## src/rtl/div_rem_unit_if.sv

```systemverilog
// ---------------------------------------------------------------------------
// div_rem_unit_if
//   Bundle between the EX stage / stall-flush controller and the iterative
//   RV32M divide/remainder unit.
//
//   Signals
//     start              EX holds a valid DIV/DIVU/REM/REMU this cycle
//     op                 funct3[1:0]: 00 DIV, 01 DIVU, 10 REM, 11 REMU
//     rs1, rs2           dividend, divisor
//     kill               ID-stage flush verdict: abort whatever is in flight
//     hold               L2 data-wait stall verdict: freezes the DONE hand-off
//     exe_stall_div_rem  stall request raised towards the controller
//     result             quotient or remainder, qualified by result_valid
//     result_valid       result may be captured into EX->MEM
//
//   Handshake: start is a level, not a pulse. It is sampled only in IDLE;
//   the same instruction keeps start high while the unit stalls the pipe.
//   exe_stall_div_rem stays high until the result is ready. result_valid is
//   high while the unit sits in DONE, and the hand-off completes on the first
//   rising edge of DONE that sees hold=0. kill overrides both outputs in the
//   cycle it is asserted.
//
//   Modports
//     master  pipeline / controller side
//     slave   divide unit side
// ---------------------------------------------------------------------------
interface div_rem_unit_if #(
    parameter int XLEN = 32
);
    logic            start;
    logic [1:0]      op;
    logic [XLEN-1:0] rs1;
    logic [XLEN-1:0] rs2;
    logic            kill;
    logic            hold;
    logic            exe_stall_div_rem;
    logic [XLEN-1:0] result;
    logic            result_valid;

    modport master (
        output start, op, rs1, rs2, kill, hold,
        input  exe_stall_div_rem, result, result_valid
    );

    modport slave (
        input  start, op, rs1, rs2, kill, hold,
        output exe_stall_div_rem, result, result_valid
    );
endinterface

```

## src/rtl/div_rem_unit.sv

```systemverilog
// ---------------------------------------------------------------------------
// div_rem_unit
//   Iterative RV32M divide/remainder unit (DIV, DIVU, REM, REMU) for the EX
//   stage. Restoring radix-2 division, one quotient bit per cycle, on operand
//   magnitudes; signs are re-applied when the result is formed.
//
//   Ports
//     clk        core clock, rising edge
//     rst_n      asynchronous active-low reset
//     bus        div_rem_unit_if.slave (start/op/rs1/rs2/kill/hold in,
//                exe_stall_div_rem/result/result_valid out)
//     dbg_state  current FSM state: 0 IDLE, 1 CALC, 2 DONE
//
//   Timing
//     normal   : stall for 1+XLEN cycles, result_valid in cycle XLEN+2
//     div by 0 / signed overflow : stall 1 cycle, result_valid in cycle 2
// ---------------------------------------------------------------------------
module div_rem_unit #(
    parameter int XLEN  = 32,
    parameter int CNT_W = 5
) (
    input  logic                clk,
    input  logic                rst_n,
    div_rem_unit_if.slave       bus,
    output logic [1:0]          dbg_state
);

    typedef enum logic [1:0] {
        IDLE = 2'd0,
        CALC = 2'd1,
        DONE = 2'd2
    } state_t;

    state_t          state;
    logic [CNT_W-1:0] cnt_q;
    logic [XLEN-1:0] rem_q;     // partial remainder
    logic [XLEN-1:0] dvd_q;     // dividend shifting out, quotient shifting in
    logic [XLEN-1:0] dvs_q;     // divisor magnitude
    logic            op_rem_q;  // 1: deliver remainder, 0: deliver quotient
    logic            neg_q_q;
    logic            neg_r_q;
    logic [XLEN-1:0] result_q;

    // ---------------------------------------------------------------------
    // Operand decode at start
    // ---------------------------------------------------------------------
    logic            is_signed;
    logic            rs1_neg;
    logic            rs2_neg;
    logic [XLEN-1:0] rs1_mag;
    logic [XLEN-1:0] rs2_mag;
    logic            div_by_zero;
    logic            overflow;
    logic [XLEN-1:0] special_res;

    assign is_signed   = ~bus.op[0];
    assign rs1_neg     = is_signed & bus.rs1[XLEN-1];
    assign rs2_neg     = is_signed & bus.rs2[XLEN-1];
    // -MIN_INT wraps back to MIN_INT, which is the correct unsigned magnitude.
    assign rs1_mag     = rs1_neg ? -bus.rs1 : bus.rs1;
    assign rs2_mag     = rs2_neg ? -bus.rs2 : bus.rs2;
    assign div_by_zero = (bus.rs2 == '0);
    assign overflow    = is_signed
                       & (bus.rs1 == {1'b1, {(XLEN-1){1'b0}}})
                       & (bus.rs2 == '1);

    // Divide by zero takes precedence: it is checked first and both cases
    // cannot occur together anyway (overflow needs rs2 = all ones).
    always_comb begin
        special_res = '0;
        if (div_by_zero) begin
            special_res = bus.op[1] ? bus.rs1 : '1;
        end else if (overflow) begin
            special_res = bus.op[1] ? '0 : {1'b1, {(XLEN-1){1'b0}}};
        end
    end

    // ---------------------------------------------------------------------
    // One restoring step
    // ---------------------------------------------------------------------
    // The trial value is one bit wider than the remainder so the borrow of
    // the subtraction lands in the MSB. When the trial fails, shifted is
    // always below the divisor, so it still fits back into XLEN bits.
    logic [XLEN:0]   shifted;
    logic [XLEN:0]   diff;
    logic            q_bit;
    logic [XLEN-1:0] rem_next;
    logic [XLEN-1:0] dvd_next;
    logic [XLEN-1:0] final_q;
    logic [XLEN-1:0] final_r;
    logic [XLEN-1:0] final_res;

    assign shifted   = {rem_q, dvd_q[XLEN-1]};
    assign diff      = shifted - {1'b0, dvs_q};
    assign q_bit     = ~diff[XLEN];
    assign rem_next  = q_bit ? diff[XLEN-1:0] : shifted[XLEN-1:0];
    assign dvd_next  = {dvd_q[XLEN-2:0], q_bit};

    // Sign fix-up is applied to the values of the last step so the result
    // register is already final when DONE is entered.
    assign final_q   = neg_q_q ? -dvd_next : dvd_next;
    assign final_r   = neg_r_q ? -rem_next : rem_next;
    assign final_res = op_rem_q ? final_r : final_q;

    // ---------------------------------------------------------------------
    // FSM and datapath registers
    // ---------------------------------------------------------------------
    always_ff @(posedge clk or negedge rst_n) begin
        if (!rst_n) begin
            state    <= IDLE;
            cnt_q    <= '0;
            rem_q    <= '0;
            dvd_q    <= '0;
            dvs_q    <= '0;
            op_rem_q <= 1'b0;
            neg_q_q  <= 1'b0;
            neg_r_q  <= 1'b0;
            result_q <= '0;
        end else if (bus.kill) begin
            // Flush: drop the operation, keep the last result for reference.
            state <= IDLE;
        end else begin
            case (state)
                IDLE: begin
                    if (bus.start) begin
                        op_rem_q <= bus.op[1];
                        neg_q_q  <= rs1_neg ^ rs2_neg;
                        neg_r_q  <= rs1_neg;
                        dvd_q    <= rs1_mag;
                        dvs_q    <= rs2_mag;
                        rem_q    <= '0;
                        cnt_q    <= CNT_W'(XLEN - 1);
                        if (div_by_zero || overflow) begin
                            result_q <= special_res;
                            state    <= DONE;
                        end else begin
                            state <= CALC;
                        end
                    end
                end
                CALC: begin
                    // hold does not freeze the iteration; only DONE waits.
                    rem_q <= rem_next;
                    dvd_q <= dvd_next;
                    if (cnt_q == '0) begin
                        result_q <= final_res;
                        state    <= DONE;
                    end else begin
                        cnt_q <= cnt_q - 1'b1;
                    end
                end
                DONE: begin
                    // start is the same instruction advancing; ignore it.
                    if (!bus.hold) begin
                        state <= IDLE;
                    end
                end
                default: begin
                    state <= IDLE;
                end
            endcase
        end
    end

    // ---------------------------------------------------------------------
    // Outputs
    // ---------------------------------------------------------------------
    // The stall is combinational so it is raised in the very cycle the
    // instruction reaches EX; kill masks both status outputs immediately.
    assign bus.exe_stall_div_rem = (((state == IDLE) & bus.start) | (state == CALC))
                                 & ~bus.kill;
    assign bus.result_valid      = (state == DONE) & ~bus.kill;
    assign bus.result            = result_q;
    assign dbg_state             = state;

endmodule

```

## src/flat_wrapper.sv

```systemverilog
// flat-port wrapper written by rule: the top's interface ports become plain ports
module div_rem_unit_flat 
#(
    parameter int XLEN  = 32,
    parameter int CNT_W = 5
)
  (clk, rst_n, dbg_state, bus_start, bus_op, bus_rs1, bus_rs2, bus_kill, bus_hold, bus_exe_stall_div_rem, bus_result, bus_result_valid);
  div_rem_unit_if #(.XLEN(XLEN)) bus_i ();
  input  logic clk;
  input  logic rst_n;
  output logic [1:0] dbg_state;
  input wire logic [$bits(bus_i.start)-1:0] bus_start;
  input wire logic [$bits(bus_i.op)-1:0] bus_op;
  input wire logic [$bits(bus_i.rs1)-1:0] bus_rs1;
  input wire logic [$bits(bus_i.rs2)-1:0] bus_rs2;
  input wire logic [$bits(bus_i.kill)-1:0] bus_kill;
  input wire logic [$bits(bus_i.hold)-1:0] bus_hold;
  output wire logic [$bits(bus_i.exe_stall_div_rem)-1:0] bus_exe_stall_div_rem;
  output wire logic [$bits(bus_i.result)-1:0] bus_result;
  output wire logic [$bits(bus_i.result_valid)-1:0] bus_result_valid;
  assign bus_i.start = bus_start;
  assign bus_i.op = bus_op;
  assign bus_i.rs1 = bus_rs1;
  assign bus_i.rs2 = bus_rs2;
  assign bus_i.kill = bus_kill;
  assign bus_i.hold = bus_hold;
  assign bus_exe_stall_div_rem = bus_i.exe_stall_div_rem;
  assign bus_result = bus_i.result;
  assign bus_result_valid = bus_i.result_valid;
  div_rem_unit #(.XLEN(XLEN), .CNT_W(CNT_W)) u_core (.clk(clk), .rst_n(rst_n), .bus(bus_i), .dbg_state(dbg_state));
endmodule
```

## config.mk

```make
export PLATFORM = sky130hd
export DESIGN_NAME = div_rem_unit_flat
export DESIGN_NICKNAME = d
export VERILOG_FILES = /design/src/rtl/div_rem_unit_if.sv /design/src/rtl/div_rem_unit.sv /design/src/flat_wrapper.sv
export SDC_FILE = /design/constraint.sdc
export NUM_CORES = 1
export LEC_CHECK = 0
export CAP_MARGIN = 20
export CORE_MARGIN = 5
export CORE_UTILIZATION = 59
export DETAILED_ROUTE_END_ITERATION = 16
export GPL_ROUTABILITY_DRIVEN = 0
export PLACE_DENSITY = 0.88
export SYNTH_ARGS = -nofsm -noshare
export SYNTH_HDL_FRONTEND = slang
export SYNTH_SLANG_ARGS = --single-unit
```

## constraint.sdc

```tcl
create_clock -name clk -period 7.62 [get_ports clk]
set_input_delay 0.762 -clock clk [delete_from_list [all_inputs] [get_ports clk]]
set_output_delay 0.762 -clock clk [all_outputs]
set_load 0.02 [all_outputs]
```

==> results.py <==
metrics = {
    "power_and_ir_drop": {
        "total_power_mw": 5.58,
        "power.leakage_nw": 5.42,
        "ir_worst_vdd_mv": 0.251,
        "powerDensity_nw_per_um2": 418,
    },
    "clock_network": {
        "clock-sinks": 138,
        "cts_hold_buf": 0,
        "clockBufferDepth": 2,
        "numCtsBuffers": 17,
        "htreeDepth": 4,
        "clk_pin_slew_ps": 70,
        "cts_tree": "done",
        "clk_latency_ps": 440,
        "cts_root_buf": "clkbuf_16",
        "cts_setup_buffers": 0,
        "post_cts_resized": 0,
    },
    "synthesis": {
        "syn_inst": 1525,
        "synth_edf_count": 0,
        "syn_area_sq_um": 11600,
        "synthArstFlopShare_pct": 100,
        "ys_seq_elements": 138,
        "ys_warn_count": 0,
        "synth_area_per_cell_sq_um": 7.61,
        "synth_seq_area_share_pct": 29.8,
        "syn-num-nets": 1636,
        "ys_types": 77,
        "dominantRegCellSynth": "dfrtp_1",
    },
    "drt": {
        "wl_per_cell_um": 19.6,
        "ant_nets": 0,
        "vias": 12300,
        "avgViaCountPerCell": 6.66,
        "drc_errors": 0,
        "drt-initial-drc-count": 1459,
        "dr.pass1.iters": 6,
        "wirelength_um": 36300,
    },
    "setup_path": {
        "critPathLaunchType": "flop",
        "cpMostUsedCell": "or3_1",
        "cp_data_arrival_time_ps": 5930,
        "slowest_stage": "ha_1",
        "cpPeakStageDelay_ps": 570,
        "critical_path_class": "flop to flop",
        "cp_max_fo": 14,
        "crit_required_ps": 7940,
        "cp-end-kind": "flop",
        "cp_cell_sequence": "ha_1, nand4_1, a2111o_1, a211o_1, a211oi_2, a211oi_4, inv_2, ha_1, inv_1, or3_1, or4_1, or3_1, or3_1, nand2b_1, o21ai_1, xor2_1, o221ai_1, a311o_1",
    },
    "cells_and_area": {
        "nNetsFinal": 1687,
        "final_cell_mix": "o21ai_0 (198), nand2_1 (188), dfrtp_1 (138)",
        "drive_above_1_share_pct": 3.84,
        "final_common_cell": "o21ai_0",
        "num_antenna_cells": 0,
        "area_growth_pct": 15.2,
        "fin_area_sq_um": 13400,
    },
    "job": {
        "cap_violations": 0,
    },
    "die": {
        "die_y_um": 150,
        "pin_count": 107,
        "rows": 51,
        "core_area_sq_um": 19400,
        "initial_utilization_pct": 59.8,
        "die-area_sq_um": 22600,
        "die_x_um": 150,
    },
    "placement": {
        "post_dp_cell_area_sq_um": 12800,
        "dp_hpwl_um": 26200,
        "portBuffers": 106,
    },
    "sta": {
        "drv_slew": 0,
        "finClkSkew_ps": 10.7,
        "tns_ps": 0,
        "setup_violations": 0,
        "period_needed_ps": 5600,
        "max_freq_mhz": 178,
        "min_period_over_period_pct": 73.5,
        "finalHoldViolCount": 0,
        "rsz0062_at_grt": "no",
        "maxSlewHeadroom_pct": 23.1,
        "tightest_slew_ps": 1150,
    },
    "grt": {
        "antenna_found_initial": 1,
        "grt_pass1_vias": 11800,
        "grt-busiest-layer": "met2",
        "grt_pass1_wl_um": 58800,
        "grt.met2_usage_pct": 52.8,
        "grt_max_degree": 100,
        "use_met3_pct": 5.72,
        "grt.overflow.total": 0,
        "use_met1_pct": 42.1,
        "grtUsageTotal_pct": 32.3,
    },
    "hold_path": {
        "hold_class": "input port to asynchronous set/reset pin",
    },
    "outcome": {
        "status": "complete, no violations",
    },
}
## kinds of logic (layout without fill, tap and decap cells)
group	count (synthesis)	count (layout)	share of synthesized area (%)
AO/OA/AOI/OAI	526	526	28.0
adder cells (fa/ha/maj)	40	40	4.38
buffers and inverters	149	212	4.90
flip-flops	138	138	29.8
XOR/XNOR	122	122	9.21
multiplexers	19	19	1.66
AND/OR/NAND/NOR	531	531	22.1
## through the flow
stage / worst slack (ps) / hold WS (ps) / cells / utilization [%]
after floorplan: 1890 / 450 / 1525 / -
after global placement: 2360 / 463 / 1821 / 65.9
after detailed placement: 2240 / 470 / 1821 / 65.9
after CTS: 2130 / 396 / 1852 / 68.8
after global routing: 1860 / 426 / 1853 / 68.9
final: 2020 / 360 / 1853 / 68.9
## critical path, delay by kind of cell, from the launching register on
kind	cells	cell delay, ps
AND/OR/NAND/NOR	6	2030
adder cells (fa/ha/maj)	2	710
buffers and inverters	2	160
AO/OA/AOI/OAI	7	1940
XOR/XNOR	1	220
flip-flops	1	430
## final timing paths
path	from	to	slack [ps]	cells past startpoint
max	u_core.rem_q[8]$_DFFE_PN0P_	u_core.bus.result[30]$_DFFE_PN0P_	2020	18
min in group clk	u_core.dvs_q[2]$_DFFE_PN0P_	u_core.dvs_q[2]$_DFFE_PN0P_	480	2
min	rst_n	u_core.dvs_q[5]$_DFFE_PN0P_	360	1
min reg2reg	u_core.dvs_q[2]$_DFFE_PN0P_	u_core.dvs_q[2]$_DFFE_PN0P_	480	2
max in group asynchronous	rst_n	u_core.bus.result[29]$_DFFE_PN0P_	5930	2
max reg2reg	u_core.rem_q[8]$_DFFE_PN0P_	u_core.bus.result[30]$_DFFE_PN0P_	2020	18
## synth_stat cells (16+ instances only)
cell type / instances / area share [%]
dfrtp_1: 138 / 30
ha_1: 39 / 4.2
a21oi_1: 123 / 5.3
nand2_1: 188 / 6.1
clkbuf_1: 76 / 2.5
nand2b_1: 17 / 0.92
xor2_1: 51 / 3.9
or4_1: 17 / 1.1
a31oi_1: 25 / 1.3
nand4_1: 17 / 0.92
or3_1: 26 / 1.4
mux2i_1: 17 / 1.5
nor4_1: 18 / 0.97
xnor2_1: 71 / 5.4
inv_1: 62 / 2.0
nand3_1: 22 / 0.95
nor2_1: 121 / 3.9
o31ai_1: 25 / 1.6
and3_1: 16 / 0.86
o21ai_0: 198 / 8.5
nor3_1: 36 / 1.6
## state kept, by name, summed over array words and instances (netlist names), 2 cells and up
register / count
u_core.dbg_state: 2
u_core.rem_q: 32
u_core.cnt_q: 5
u_core.bus.result: 32
u_core.dvd_q: 32
u_core.dvs_q: 32
## where the power goes
part / switching (mW) / leakage, nW / internal, mW
Combinational: 2.23 / 3.39 / 1.32
Clock: 0.344 / 0.262 / 0.489
Sequential: 0.247 / 1.77 / 0.945
## layer usage
layer	wire, um	vias to the layer above
li1	-	5652
met1	14200	5790
met2	17100	748
met3	3240	150
met4	1700	2
met5	13	-
## cell type report
cell class | count | area [sq um]
Tap cell | 265 | 332
Clock inverter | 10 | 120
Inverter | 63 | 236
Sequential cell | 138 | 3450
Clock buffer | 21 | 450
Fill cell | 1583 | 6030
Timing Repair Buffer | 118 | 1160
Multi-Input combinational cell | 1238 | 7610
Note: power is estimated with default switching activity, not from simulation.
